===== config.mk =====
export PLATFORM = sky130hd
export DESIGN_NAME = division
export DESIGN_NICKNAME = d
export VERILOG_FILES = /design/src/rtl/division.sv
export SDC_FILE = /design/constraint.sdc
export NUM_CORES = 1
export LEC_CHECK = 0
export CAP_MARGIN = 10
export CELL_PAD_IN_SITES_DETAIL_PLACEMENT = 0
export CELL_PAD_IN_SITES_GLOBAL_PLACEMENT = 1
export CORE_UTILIZATION = 44
export CTS_BUF_LIST = sky130_fd_sc_hd__clkbuf_4 sky130_fd_sc_hd__clkbuf_8
export CTS_CLUSTER_DIAMETER = 150
export DETAILED_ROUTE_END_ITERATION = 10
export PLACE_DENSITY = 0.87
export RECOVER_POWER = 50
export SETUP_SLACK_MARGIN = 0.15
export SKIP_LAST_GASP = 1
export SYNTH_ARGS = -nofsm -noshare
export SYNTH_HDL_FRONTEND = slang
export SYNTH_SLANG_ARGS = --single-unit

===== constraint.sdc =====
create_clock -name Clk -period 8.8 [get_ports Clk]
set_input_delay 2.64 -clock Clk [delete_from_list [all_inputs] [get_ports Clk]]
set_output_delay 2.64 -clock Clk [all_outputs]
set_load 0.01 [all_outputs]

===== src/rtl/division.sv =====
// Sequential restoring integer divider for the MIPS datapath (DIV / DIVU).
// Works on operand magnitudes and produces one quotient bit per clock. The
// signs are applied in a single fix-up cycle at the end. The quotient is
// meant for LO and the remainder for HI.
module division #(
    parameter int WIDTH = 32
) (
    input  logic             Clk,
    input  logic             reset,
    input  logic             start,
    input  logic             isSigned,
    input  logic [WIDTH-1:0] dividend,
    input  logic [WIDTH-1:0] divisor,
    output logic [WIDTH-1:0] quotient,
    output logic [WIDTH-1:0] remainder,
    output logic             endSignal,
    output logic             divZero,
    output logic             busy
);

    localparam int            CW       = $clog2(WIDTH) + 1;
    localparam logic [CW-1:0] CNT_ZERO = {CW{1'b0}};
    localparam logic [CW-1:0] CNT_ONE  = {{(CW-1){1'b0}}, 1'b1};
    localparam logic [CW-1:0] CNT_LAST = CW'(WIDTH - 1);

    typedef enum logic [1:0] {
        IDLE = 2'd0,
        WORK = 2'd1,
        FIX  = 2'd2,
        DONE = 2'd3
    } state_t;

    // Two's complement negation when neg is set. The most negative value
    // maps onto itself, and that result is read as an unsigned magnitude.
    function automatic logic [WIDTH-1:0] cond_neg(input logic neg, input logic [WIDTH-1:0] v);
        cond_neg = neg ? (-v) : v;
    endfunction

    state_t           state_r;
    state_t           state_next_s;
    logic [WIDTH-1:0] rem_r;        // partial remainder, always < divisor magnitude
    logic [WIDTH-1:0] dvd_r;        // dividend shifting out, quotient bits shifting in
    logic [WIDTH-1:0] dvs_r;        // divisor magnitude
    logic [CW-1:0]    cnt_r;
    logic             negq_r;
    logic             negr_r;
    logic             dz_r;         // divisor was zero for the current operation
    logic [WIDTH-1:0] quotient_r;
    logic [WIDTH-1:0] remainder_r;
    logic             endsignal_r;
    logic             divzero_r;
    logic             busy_r;

    logic             div_zero_s;
    logic [WIDTH:0]   rem_shift_s;  // WIDTH+1 bit partial remainder after the shift
    logic             trial_ok_s;
    logic [WIDTH-1:0] trial_s;
    logic [WIDTH-1:0] rem_next_s;
    logic [WIDTH-1:0] dvd_next_s;

    assign div_zero_s = (divisor == {WIDTH{1'b0}});

    // One restoring step: shift, trial subtract, keep or restore.
    always_comb begin
        rem_shift_s = {rem_r, dvd_r[WIDTH-1]};
        trial_ok_s  = (rem_shift_s >= {1'b0, dvs_r});
        // The difference is below the divisor, so the low WIDTH bits hold all of it.
        trial_s     = rem_shift_s[WIDTH-1:0] - dvs_r;
        if (trial_ok_s) begin
            rem_next_s = trial_s;
            dvd_next_s = {dvd_r[WIDTH-2:0], 1'b1};
        end else begin
            rem_next_s = rem_shift_s[WIDTH-1:0];
            dvd_next_s = {dvd_r[WIDTH-2:0], 1'b0};
        end
    end

    // State register.
    always_ff @(posedge Clk or posedge reset) begin
        if (reset) begin
            state_r <= IDLE;
        end else begin
            state_r <= state_next_s;
        end
    end

    // Next-state logic.
    always_comb begin
        state_next_s = state_r;
        case (state_r)
            IDLE: begin
                if (start) begin
                    state_next_s = div_zero_s ? FIX : WORK;
                end else begin
                    state_next_s = IDLE;
                end
            end
            WORK: begin
                if (cnt_r == CNT_LAST) begin
                    state_next_s = FIX;
                end else begin
                    state_next_s = WORK;
                end
            end
            FIX:     state_next_s = DONE;
            DONE:    state_next_s = IDLE;
            default: state_next_s = IDLE;
        endcase
    end

    // Datapath and registered outputs.
    always_ff @(posedge Clk or posedge reset) begin
        if (reset) begin
            rem_r       <= {WIDTH{1'b0}};
            dvd_r       <= {WIDTH{1'b0}};
            dvs_r       <= {WIDTH{1'b0}};
            cnt_r       <= CNT_ZERO;
            negq_r      <= 1'b0;
            negr_r      <= 1'b0;
            dz_r        <= 1'b0;
            quotient_r  <= {WIDTH{1'b0}};
            remainder_r <= {WIDTH{1'b0}};
            endsignal_r <= 1'b0;
            divzero_r   <= 1'b0;
            busy_r      <= 1'b0;
        end else begin
            case (state_r)
                IDLE: begin
                    if (start) begin
                        // A zero divisor keeps the raw dividend, which is returned as the remainder.
                        dvd_r     <= div_zero_s ? dividend
                                                : cond_neg(isSigned & dividend[WIDTH-1], dividend);
                        dvs_r     <= cond_neg(isSigned & divisor[WIDTH-1], divisor);
                        negq_r    <= isSigned & (dividend[WIDTH-1] ^ divisor[WIDTH-1]);
                        negr_r    <= isSigned & dividend[WIDTH-1];
                        dz_r      <= div_zero_s;
                        rem_r     <= {WIDTH{1'b0}};
                        cnt_r     <= CNT_ZERO;
                        busy_r    <= 1'b1;
                        divzero_r <= 1'b0;
                    end
                end
                WORK: begin
                    rem_r <= rem_next_s;
                    dvd_r <= dvd_next_s;
                    cnt_r <= cnt_r + CNT_ONE;
                end
                FIX: begin
                    if (dz_r) begin
                        quotient_r  <= {WIDTH{1'b1}};
                        remainder_r <= dvd_r;
                        divzero_r   <= 1'b1;
                    end else begin
                        quotient_r  <= cond_neg(negq_r, dvd_r);
                        remainder_r <= cond_neg(negr_r, rem_r);
                    end
                    endsignal_r <= 1'b1;
                end
                DONE: begin
                    endsignal_r <= 1'b0;
                    busy_r      <= 1'b0;
                end
                default: begin
                    endsignal_r <= 1'b0;
                    busy_r      <= 1'b0;
                end
            endcase
        end
    end

    assign quotient  = quotient_r;
    assign remainder = remainder_r;
    assign endSignal = endsignal_r;
    assign divZero   = divzero_r;
    assign busy      = busy_r;

endmodule


==> results.sh, run 1 <==
export IMPL_status="complete, but fails checks"
export IMPL_failed_checks="max-capacitance violations, max-slew violations"
export IMPL_fmax_ghz=0.159
export IMPL_tns_ps=0
export IMPL_synth_area_leader_cell="dfrtp_1"
export IMPL_via_per_inst=5.58
export IMPL_grt_max_degree=101
export IMPL_numPortBuffers=134
export IMPL_synthTopCellsByCount="o21ai_0 (178), dfrtp_1 (174), nand2_1 (165)"
export IMPL_yosys_top_cells_area="dfrtp_1 (38%), xor2_1 (8.1%), o21ai_0 (7.8%)"
export IMPL_grt_use_met1=0.332
export IMPL_tightest_slew_ps=4440
export IMPL_ff_latch_area_sq_um=4360
export IMPL_cpPeakStageDelay_ps=2470
export IMPL_critical_path_top_delay_family="buffers and inverters"
export IMPL_grt_busiest_layer="met2"
export IMPL_fin_area_sq_um=13200
export IMPL_final_util=0.523
export IMPL_synth_seq_cells=174
export IMPL_synth_area_sq_um=11400
export IMPL_instances_no_fill=1771
export IMPL_yosys_warnings=0
export IMPL_yosysSeqAreaShare=0.382
export IMPL_grt_pass1_vias=9304
export IMPL_layout_min_cycle_time_ps=6300
export IMPL_drcViolationCount=0
export IMPL_crit_path_end_kind="async pin"
export IMPL_hold_viol=0
export IMPL_p_per_area_nw_per_um2=310
export IMPL_ctsLongestPathBuffers=2
export IMPL_timing_final_crit_share=0.716
export IMPL_use_met2=0.382
export IMPL_clock_skew_ps=13.8
export IMPL_synth_top_cell_area_share=0.382
export IMPL_worstPathRequired_ps=9290
export IMPL_cp_arrival_ps=6790
export IMPL_syn_area_per_cell_sq_um=8.44
export IMPL_rsz0062_at_grt="no"
export IMPL_yosysMostFrequentCell="o21ai_0"
export IMPL_grt_pass1_wl_um=50000
export IMPL_crit_fanout=100
export IMPL_synth_cells=1351
export IMPL_cts_tree="yes"
export IMPL_wl_per_cell_um=17.6
export IMPL_drtIter0Drc=818
export IMPL_clk_pin_slew_ps=100
export IMPL_final_nets=1534
export IMPL_core_area_sq_um=25300
export IMPL_place_inst=1739
export IMPL_cts_sinks=174
export IMPL_path_cells="dlygate4sd3_1 -> clkinvlp_2 -> buf_4"
export IMPL_clock_latency_ps=490
export IMPL_core_rowCount=58
export IMPL_slowest_stage="clkinvlp_2"
export IMPL_cts_root_buf="clkbuf_8"
export IMPL_post_cts_buffers=0
export IMPL_place_congestion=0.901
export IMPL_synth_edff_count=0
export IMPL_ant_nets=0
export IMPL_start_util=0.450
export IMPL_areaGrowthSynthToFinish_pct=16.2
export IMPL_ir_drop_mv=0.140
export IMPL_n_fill_cell=2427
export IMPL_dieArea_sq_um=26600
export IMPL_crit_path_start_kind="primary input"
export IMPL_slew_violations=258
export IMPL_grt_overflow_total=0
export IMPL_vias=9891
export IMPL_synth_ff_type="dfrtp_1"
export IMPL_die_h_um=163
export IMPL_diodes=0
export IMPL_firstDrtPassIters=5
export IMPL_slew_headroom=-1.98
export IMPL_place_hpwl_um=23400
export IMPL_io_pins=135
export IMPL_wl_um=31100
export IMPL_hp_class="reg2reg"
export IMPL_cts_max_level=4
export IMPL_max_cap_violations=4
export IMPL_multi_input_area_sq_um=6440
export IMPL_cts_resized=0
export IMPL_cts_inserted_buffers=17
export IMPL_placed_cell_area_sq_um=12900
export IMPL_die_w_um=163
export IMPL_setup_viol=0
export IMPL_synth_cell_types=72
export IMPL_use_met3=0.0328
export IMPL_drive_gt1_frac=0.0389
export IMPL_cts_hold_buf=0
export IMPL_syn_nets=1457
export IMPL_crit_type="in2async"
export IMPL_antenna_found_initial=0
export IMPL_p_leak_nw=5.45
export IMPL_async_flop_share=1.00
export IMPL_global_route_usage_total=0.242
export IMPL_path_buf_inv=3
-- metal layers --
layer	wire, um	up-vias
met3	1500	45
met1	14400	4613
met5	0	-
met2	14200	288
li1	-	4945
met4	1040	0
-- metrics by stage --
| stage | worst slack (ps) | power [W] | hold WS, ps |
|---|---|---|---|
| floorplan | 1440 | 0.00296 | 450 |
| global placement | 3110 | 0.00351 | 462 |
| detailed placement | 2980 | 0.00354 | 465 |
| CTS | 3500 | 0.00412 | 492 |
| global route | 1650 | 0.00446 | 509 |
| finish | 2500 | 0.00410 | 482 |
-- path summary, 6_finish.rpt --
| check | from | endpoint | slack, ps | cells after the start |
|---|---|---|---|---|
| min | remainder[10] | remainder[10] | 480 | 2 |
| max | reset | dvs_r[2] | 2500 | 3 |
| max reg2reg | rem_r[5] | dvd_r[0] | 3680 | 9 |
| min reg2reg | remainder[10] | remainder[10] | 480 | 2 |
| min in group asynchronous | reset | remainder[10] | 3950 | 2 |
| max in group Clk | divisor[1] | dvd_r[30] | 3500 | 12 |
-- cells by family (layout without fill, tap and decap cells) --
family | Yosys count | count (layout) | share of synthesized area
mux | 14 | 14 | 0.0124
buf+inv | 139 | 229 | 0.0502
fa+ha+maj | 38 | 38 | 0.0424
xor+xnor | 147 | 147 | 0.113
compound gates | 445 | 445 | 0.238
simple gates | 394 | 394 | 0.162
flops | 174 | 174 | 0.382
-- worst min-delay path: cells and delay by family, from the launching register on --
family,cells,cell delay (ps)
simple gates,1,40
compound gates,1,60
flops,1,350
-- state kept, by name (all words and copies together), names as in the netlist --
name / flops
remainder: 32
dvd_r: 32
negr_r: 1
state_r: 2
busy: 1
rem_r: 32
negq_r: 1
dvs_r: 32
quotient: 32
dz_r: 1
cnt_r: 6
endSignal: 1
divZero: 1
-- layout by cell type, fill, tap and decap left out, types with 17 or more instances in the layout --
master,Yosys,layout
dlygate4sd3_1,0,38
nand2_1,165,165
inv_1,54,53
xnor2_1,41,41
o31ai_1,32,32
o21ai_0,178,181
clkbuf_8,0,17
clkdlybuf4s50_1,0,96
nor2_1,101,99
nor3_1,17,17
a22oi_1,33,33
o41ai_1,18,19
xor2_1,106,106
a21oi_1,106,106
dfrtp_1,174,173
ha_1,37,37
-- where the power goes --
part / switching [W] / leakage (nW) / internal (W)
Combinational: 0.00121 / 3.14 / 0.000908
Clock: 0.000361 / 0.203 / 0.000217
Sequential: 0.000390 / 2.11 / 0.00102
Total: 0.00196 / 5.45 / 0.00215
-- area by class of cell --
class                           count  area share
Multi-Input combinational cell   1038       0.486
Sequential cell                   174       0.329
Timing Repair Buffer              143       0.107
Tap cell                          330      0.0312
Clock buffer                       17      0.0177
Inverter                           54      0.0154
Clock inverter                     15      0.0132
No activity file was read; power rests on OpenSTA's default activity.
==> run 2: changes to the inputs <==
- CORE_UTILIZATION: 44 -> 40
- PLACE_DENSITY: 0.87 -> 0.83
- clock period: 8.8 -> 5.59 ns (I/O delays scaled with it)
==> results.sh, run 2 (same netlist as run 1, synthesis figures left out) <==
export IMPL_grt_pass1_vias=9132
export IMPL_core_area_sq_um=27900
export IMPL_holdWs_ps=483
export IMPL_min_delay_path_depth=2
export IMPL_via_per_inst=5.41
export IMPL_status="complete, but fails checks"
export IMPL_cpPeakStageDelay_ps=860
export IMPL_diodes=0
export IMPL_die_h_um=171
export IMPL_core_rowCount=61
export IMPL_r2r_end="remainder[26]"
export IMPL_grt_max_degree=96
export IMPL_layout_min_cycle_time_ps=4290
export IMPL_firstDrtPassIters=5
export IMPL_cts_inserted_buffers=17
export IMPL_wl_per_cell_um=17.4
export IMPL_io_pins=135
export IMPL_fmax_ghz=0.233
export IMPL_die_w_um=171
export IMPL_final_util=0.478
export IMPL_path_cells="clkdlybuf4s50_1 -> inv_1 -> ha_1 -> nand2b_1 -> nor3_1 -> and3_1 -> nand2_1 -> or3_4 -> nor2b_2 -> o21ai_0 -> xor2_1 -> o21ai_0"
export IMPL_clk_pin_slew_ps=110
export IMPL_cts_resized=0
export IMPL_timing_final_crit_share=0.768
export IMPL_hold_path_end="quotient[25]"
export IMPL_areaGrowthSynthToFinish_pct=17.0
export IMPL_cts_max_level=4
export IMPL_reg2regPathDepth=6
export IMPL_n_fill_cell=2790
export IMPL_hp_class="reg2reg"
export IMPL_tightest_slew_ps=2550
export IMPL_post_cts_buffers=0
export IMPL_drive_gt1_frac=0.0450
export IMPL_start_util=0.408
export IMPL_ctsLongestPathBuffers=2
export IMPL_setup_viol=0
export IMPL_crit_fanout=29
export IMPL_ff_latch_area_sq_um=4360
export IMPL_clock_skew_ps=17.2
export IMPL_cts_tree="yes"
export IMPL_place_congestion=0.911
export IMPL_slowest_stage="nor2b_2"
export IMPL_wl_um=31700
export IMPL_cts_hold_buf=0
export IMPL_critPathMostFrequentCell="o21ai_0"
export IMPL_cp_arrival_ps=4680
export IMPL_antenna_found_initial=0
export IMPL_global_route_usage_total=0.222
export IMPL_setup_ws_ps=1300
export IMPL_p_leak_nw=5.50
export IMPL_r2r_start="state_r[0]"
export IMPL_drcViolationCount=0
export IMPL_final_nets=1538
export IMPL_hold_viol=0
export IMPL_vias=9863
export IMPL_max_cap_violations=3
export IMPL_pre_cts_ws_ps=775
export IMPL_failed_checks="max-capacitance violations, max-slew violations"
export IMPL_place_hpwl_um=24100
export IMPL_crit_path_start_kind="primary input"
export IMPL_ant_nets=0
export IMPL_grt_overflow_total=0
export IMPL_slew_headroom=-0.698
export IMPL_crit_type="in2reg"
export IMPL_final_common_cell="o21ai_0"
export IMPL_min_from="quotient[25]"
export IMPL_worstPathRequired_ps=5980
export IMPL_clock_latency_ps=470
export IMPL_cts_sinks=174
export IMPL_mostFrequentLayoutCells="o21ai_0 (178), dfrtp_1 (173), nand2_1 (163)"
export IMPL_multi_input_area_sq_um=6500
export IMPL_dieArea_sq_um=29200
export IMPL_ir_drop_mv=0.187
export IMPL_slew_violations=143
export IMPL_crit_path_end_kind="flip-flop"
export IMPL_drtIter0Drc=679
export IMPL_reg2reg_slack_ps=1380
export IMPL_numPortBuffers=134
export IMPL_grt_pass1_wl_um=50100
export IMPL_tns_ps=0
export IMPL_p_per_area_nw_per_um2=485
export IMPL_cts_root_buf="clkbuf_8"
export IMPL_rsz0062_at_grt="no"
-- run 2: layer usage --
layer / up-vias / wire, um / track usage
met1: 4623 / 15100 / 0.310
li1: 4950 / - / -
met3: 38 / 1300 / 0.0236
met5: - / 0 / 0
met2: 252 / 14500 / 0.355
met4: 0 / 852 / 0.0826
-- run 2: cell type report --
class                      instances  share of cell area
sequential                       174               0.326
multi-input combinational       1038               0.487
inverter                          54              0.0153
clock inverter                    15              0.0109
clock buffer                      17              0.0175
timing repair buffer             147               0.107
tap                              378              0.0354
-- run 2: worst max-delay path, delay by kind of cell --
kind	cells	cell delay [ps]
adder cells (fa/ha/maj)	1	190
XOR/XNOR	1	210
AO/OA/AOI/OAI	2	420
buffers and inverters	2	540
AND/OR/NAND/NOR	6	1630
-- run 2: worst max path at each step --
stage	from	end	cells after the start
detailed placement	divisor[0]	dvd_r[4]	12
global route	state_r[0]	remainder[26]	6
global placement	divisor[0]	dvd_r[21]	12
floorplan	dividend[6]	dvd_r[29]	9
CTS	divisor[0]	dvd_r[4]	12
finish	divisor[1]	dvd_r[14]	12
-- run 2: metrics by stage --
stage               area [sq um]  power [W]  std cells
finish                     13300    0.00647       1823
global route               13300    0.00705       1823
global placement           13000    0.00556       1790
detailed placement         13000    0.00561       1790
floorplan                  11400    0.00466       1351
CTS                        13400    0.00648       1822
-- run 2: where the power goes --
group	internal [W]	leakage [nW]	switching [W]	total (W)
clock	0.000332	0.186	0.000534	0.000866
combinational	0.00145	3.20	0.00192	0.00337
sequential	0.00161	2.11	0.000626	0.00223
==> edit 1, RTL diff (flow settings as in run 2) <==
The parameter `WIDTH` goes from 32 to 64.
--- a/src/rtl/division.sv
+++ b/src/rtl/division.sv
@@ -3,7 +3,7 @@
 // signs are applied in a single fix-up cycle at the end. The quotient is
 // meant for LO and the remainder for HI.
 module division #(
-    parameter int WIDTH = 32
+    parameter int WIDTH = 64
 ) (
     input  logic             Clk,
     input  logic             reset,
Ports: changed (resized dividend, divisor, quotient and remainder); port bits go from 135 to 263. No check against the original RTL was run, so the function may have changed too.
==> edit 1 against run 2 <==
  * The flow still finishes with violations (capacitance limit, slew limit)
  * Core utilization grew 0.75 points
  * Synthesized cell count grew 100%
  * Worst setup slack lost 0.57 ns
  * Final area grew 100%
  * Sequential share of layout area shrank 1.9 points
  * Register-to-register slack lost 0.42 ns
  * Sequential cell count grew 161
  * Count of clock-buffer cells in the layout grew 81
  * Critical path depth shrank 6
  * Power grew to 2.5 times the old value
  * Sequential power grew 100%
  * First-iteration DRC count grew 140%
  * Routed wire length grew 140%
  * Synthesized area grew 100%
  * Critical endpoint is now rem_r[61]$_DFFE_PP0P_
  * Largest power group unchanged
==> edit 1: results (changes against run 2) <==
The initial antenna violation count came out at 4 (was 0). The net count after synthesis is 2,944 (was 1,457). Violations in the final reports: capacitance limit, slew limit (unchanged). The per-cell routed wire length is 20.3 um (was 17.4 um). The measured slew at the worst slew-check pin came out at 3.42 ns (was 2.55 ns). The routability-driven placement congestion ratio is 0.941 (was 0.911). Most area-consuming cells after synthesis: dfrtp_1 37%, o21ai_0 7.8%, xor2_1 6.9% (was dfrtp_1 38%, xor2_1 8.1%, o21ai_0 7.8%). The overall global routing resource usage came out at 25.9% (was 22.2%). The arrival time of the worst setup path is 5.46 ns (was 4.68 ns).

The number of global-route vias before repair came out at 20,116 (was 9,132). The worst slack at placement is 0.271 ns (was 0.775 ns). The internal power summed over all cells is 0.00848 W (was 0.00339 W). The mean post-synth cell area was 8.30 um^2 (was 8.44 um^2).

The number of iterations in the first detailed-routing pass is 6 (was 5). The clock root buffer is clkbuf_8 (unchanged). The main flop type after synthesis is dfrtp_1 (unchanged). The CTS H-tree depth is 2 (was 4).

The placed cell count came to 3,610 (was 1,790). The number of nets in the layout is 3,117 (was 1,538). The longest individual stage delay on the worst path was 2.31 ns (was 0.86 ns). The pin count of the biggest net entering global routing is 91 (was 96). The path category of the worst min-delay check is reg2reg (unchanged). Result of the run: finished with violations (unchanged). The number of violations of the max-capacitance limit is 8 (was 3). The distinct cell type count of the synthesized netlist is 80 (was 72).

The number of warnings printed during yosys synthesis is 0 (unchanged). The number of buffers created by CTS came out at 59 (was 17). The share of final-layout standard cells stronger than drive strength 1 was 5.94% (was 4.50%). The half-perimeter wire length after detailed placement is 57,400 um (was 24,100 um). The first-pass GRT wire length was 116,000 um (was 50,100 um).

The max-slew violation count is 493 (was 143). The post-CTS resize count came to 0 (unchanged). The kind of cell adding the most delay to the critical path is buffers and inverters (was simple AND/OR/NAND/NOR gates).

The worst setup skew after layout came out at 0.0377 ns (was 0.0172 ns). The part of the Yosys area used for sequential elements came out at 36.8% (was 38.2%). The count of routing violations after the opening detailed-route iteration is 1,632 (was 679). The top fanout value on the critical path came to 66 (was 29). The clock latency of the later-clocked register in the worst-skew pair came out at 0.68 ns (was 0.47 ns).

The clock-pin slew on the worst setup and hold paths came out at 0.06 ns (was 0.11 ns). The total number of vias is 21,085 (was 9,863). The cell area reported after detailed placement is 26,000 um^2 (was 13,000 um^2).

The maximum number of buffers from clock root to sink is 3 (was 2). The number of buffers inserted by port buffering is 262 (was 134). The maximum resistive drop on vdd came out at 0.368 mV (was 0.187 mV). The number of setup buffers added after CTS is 0 (unchanged). The leakage power total is 11.1 nW (was 5.50 nW).

The final wirelength came to 75,400 um (was 31,700 um). Top post-synthesis cells by count: 354 x o21ai_0, 335 x dfrtp_1, 306 x nand2_1 (was 178 x o21ai_0, 174 x dfrtp_1, 165 x nand2_1). The master of the slowest instance on the critical path is clkbuf_1 (was nor2b_2).

The filler cell count in the final layout is 5,454 (was 2,790). The async set-reset flop share out of synthesis came out at 100% (unchanged).
==> edit 1: cell types whose count changed after synthesis, sizes merged, moves of 29 or more <==
cell,before,now
a21oi,106,190
a22oi,33,69
clkbuf,63,175
dfrtp,174,335
ha,37,69
inv,54,97
nand2,165,306
nor2,101,164
o21ai,183,383
o22a,0,48
o31ai,33,73
or3,16,45
xnor2,41,128
xor2,106,180
==> edit 1: cell type report <==
cell class / instances / area share [%]
Clock inverter: 10 / 0.495
Multi-Input combinational cell: 2116 / 48.6
Sequential cell: 335 / 30.7
Antenna cell: 1 / 0.00917
Inverter: 98 / 1.35
Clock buffer: 98 / 4.39
Tap cell: 756 / 3.46
Timing Repair Buffer: 305 / 10.9
==> edit 1: logic make-up (layout without fill, tap and decap cells) <==
family | Yosys count | after routing | share of synthesized area, %
AO/OA/AOI/OAI | 936 | 936 | 25.3
AND/OR/NAND/NOR | 788 | 788 | 16.6
flip-flops | 335 | 335 | 36.8
XOR/XNOR | 308 | 308 | 11.9
buffers and inverters | 291 | 511 | 4.92
adder cells (fa/ha/maj) | 70 | 70 | 3.88
multiplexers | 14 | 14 | 0.621
other | 0 | 1 | 0
==> edit 1: stage by stage <==
step / total power (W) / util, %
floorplan: 0.0109 / -
global placement: 0.0135 / 46.3
detailed placement: 0.0136 / 46.3
CTS: 0.0162 / 48.6
global route: 0.0176 / 48.5
finish: 0.0163 / 48.5
==> edit 1: path summary, 6_finish.rpt <==
path / from / endpoint / slack, ns / cells past startpoint
setup / recovery: start / rem_r[61]$_DFFE_PP0P_ / 0.73 / 6
hold / removal: quotient[44]$_DFFE_PP0P_ / quotient[44]$_DFFE_PP0P_ / 0.47 / 2
setup reg to reg: state_r[1]$_DFF_PP0_ / quotient[54]$_DFFE_PP0P_ / 0.96 / 5
hold reg to reg: quotient[44]$_DFFE_PP0P_ / quotient[44]$_DFFE_PP0P_ / 0.47 / 2
max in group asynchronous: reset / dz_r$_DFFE_PP0P_ / 1.04 / 3
min in group asynchronous: reset / quotient[10]$_DFFE_PP0P_ / 1.80 / 2
==> edit 1: routing by layer <==
metal	routed length (um)	global-route usage (%)
met2	32900	39.2
met4	2360	8.74
met3	4750	4.27
met1	35300	37.2
met5	29	0
==> edit 1: worst min-delay path, delay by kind of cell, from the launching register on <==
family | cells | cell delay [ns]
AND/OR/NAND/NOR | 2 | 0.09
flip-flops | 1 | 0.34
==> edit 1: power by group through the flow <==
stage          Sequential (W)  Clock, W  Combinational, W
5_1_grt               0.00465   0.00273            0.0102
3_3_place_gp          0.00449         0           0.00902
2_1_floorplan         0.00393         0           0.00701
3_5_place_dp          0.00453         0           0.00907
6_report              0.00454   0.00256           0.00916
4_1_cts               0.00449   0.00262           0.00912
==> edit 2, RTL diff (flow settings as in run 2) <==
Without the edit above. Encoding of `state_t`: now one-hot (4 bits for 4 states).
--- a/src/rtl/division.sv
+++ b/src/rtl/division.sv
@@ -23,11 +23,11 @@
     localparam logic [CW-1:0] CNT_ONE  = {{(CW-1){1'b0}}, 1'b1};
     localparam logic [CW-1:0] CNT_LAST = CW'(WIDTH - 1);
 
-    typedef enum logic [1:0] {
-        IDLE = 2'd0,
-        WORK = 2'd1,
-        FIX  = 2'd2,
-        DONE = 2'd3
+    typedef enum logic [3:0] {
+        IDLE = 4'b0001,
+        WORK = 4'b0010,
+        FIX  = 4'b0100,
+        DONE = 4'b1000
     } state_t;
 
     // Two's complement negation when neg is set. The most negative value
Formal check against the unedited RTL: same outputs for any inputs over 10 cycles, from zero or initial values and one cycle with reset high; not proved beyond that.
==> edit 2 against run 2 <==
  * The run still ends with capacitance limit, slew limit left
  * Worst setup slack lost 0.098 ns
  * Final area grew 2.1%
  * Sequential cell count grew 2
  * Power shrank 25%
  * Sequential power shrank 14%
  * Maximum frequency shrank 2.2%
  * Routed wire length shrank 3.4%
  * Synthesized area grew 2.1%
  * Critical endpoint is now dvd_r[1]$_DFFE_PP0P_
  * Highest routed layer unchanged
==> edit 2: results (changes against run 2) <==
The max-slew violation count is 243 (was 143). The overall global routing resource usage is 20.7% (was 22.2%). The startpoint of the most critical setup path is divisor[12] (was divisor[1]).

The met3 global-route usage came out at 2.75% (was 2.36%). The met2 global-route usage came to 32.3% (was 35.5%). The relative slew slack is -78.0% (was -69.8%). The master of the slowest instance on the critical path is or4_1 (was nor2b_2).

The number of global-route vias before repair came out at 9,454 (was 9,132). The capture point of the worst reg-to-reg path was quotient[9]$_DFFE_PP0P_ (was remainder[26]$_DFFE_PP0P_). The final non-filler cell total is 1,860 (was 1,823). The internal reg-to-reg setup slack is 1.83 ns (was 1.38 ns). The xor and xnor fraction of the mapped netlist area came to 11.1% (was 11.3%). The part of the Yosys area used for sequential elements came out at 37.8% (was 38.2%). The source of the worst hold timing path is quotient[30]$_DFFE_PP0P_ (was quotient[25]$_DFFE_PP0P_). The reg-to-reg startpoint is state_r[0]$_DFF_PP1_ (was state_r[0]$_DFF_PP0_).

Most area-consuming cells after synthesis: dfrtp_1 38%, o21ai_0 7.7%, xor2_1 7.0% (was dfrtp_1 38%, xor2_1 8.1%, o21ai_0 7.8%). The met2 wire length is 13,800 um (was 14,500 um). The multiplexer area fraction after synthesis is 2.41% (was 1.24%).

The pin count of the biggest net entering global routing is 83 (was 96). The gate count of the mapped netlist is 1,387 (was 1,351). The maximum resistive drop on vdd was 0.167 mV (was 0.187 mV). The worst-case reg-to-reg path depth came to 7 (was 6). The share of final-layout standard cells stronger than drive strength 1 is 4.81% (was 4.50%).

The number of nets in the layout came out at 1,569 (was 1,538). The arrival time of the worst setup path is 4.76 ns (was 4.68 ns). Result of the run: finished with violations (unchanged). The number of violations of the max-capacitance limit came out at 4 (was 3). The top fanout value on the critical path came to 25 (was 29). The leakage power total is 5.65 nW (was 5.50 nW). The ratio of routed vias to standard cells came out at 5.44 (was 5.41).

The count of routing violations after the opening detailed-route iteration came out at 719 (was 679). The compound-gate portion of the synthesized area is 22.6% (was 23.8%). The longest individual stage delay on the worst path is 0.62 ns (was 0.86 ns). The distinct cell type count of the synthesized netlist came out at 63 (was 72). The worst min-delay path endpoint is quotient[30]$_DFFE_PP0P_ (was quotient[25]$_DFFE_PP0P_). The final wirelength came out at 30,600 um (was 31,700 um). The cell area reported after detailed placement is 13,300 um^2 (was 13,000 um^2).

The half-perimeter wire length after detailed placement came to 22,800 um (was 24,100 um). The met1 demand-to-capacity share in global routing is 30.1% (was 31.0%). Top post-synthesis cells by count: 179 x o21ai_0, 175 x dfrtp_1, 166 x nand2_1 (was 178 x o21ai_0, 174 x dfrtp_1, 165 x nand2_1).

The routed metal-1 wire length was 15,100 um (about the same). Violations in the final reports: capacitance limit, slew limit (unchanged). The worst slack at placement came to 0.806 ns (was 0.775 ns).

The routability-driven placement congestion ratio was 0.864 (was 0.911). The worst hold margin is 0.484 ns (was 0.483 ns). The detailed-routed wire length on met3 came to 1320 um (was 1300 um). The net count after synthesis came to 1,493 (was 1,457).

The adder-cell area share of the yosys netlist came out at 4.15% (was 4.24%).
[edit 2: worst max path at each step]
stage	slack [ns]	cells after the start	to
final	1.20	11	dvd_r[1]$_DFFE_PP0P_
after global routing	0.67	3	dz_r$_DFFE_PP0P_
after CTS	1.33	9	dvd_r[27]$_DFFE_PP0P_
after detailed placement	0.81	9	dvd_r[27]$_DFFE_PP0P_
after global placement	0.84	9	dvd_r[29]$_DFFE_PP0P_
after floorplan	1.52	9	dvd_r[1]$_DFFE_PP0P_
[edit 2: report_power, final]
part	total, W	internal [W]	switching [W]	leakage [nW]
Combinational	0.00204	0.000826	0.00122	3.28
Clock	0.000926	0.000375	0.000551	0.199
Sequential	0.00191	0.00153	0.000378	2.18
Total	0.00488	0.00273	0.00215	5.65
[edit 2: final cells by class]
class	count	area, um^2
clock buffer	17	234
tap	384	480
timing repair buffer	151	1450
sequential	176	4410
clock inverter	15	169
inverter	54	204
fill	2838	15100
multi-input combinational	1063	6680
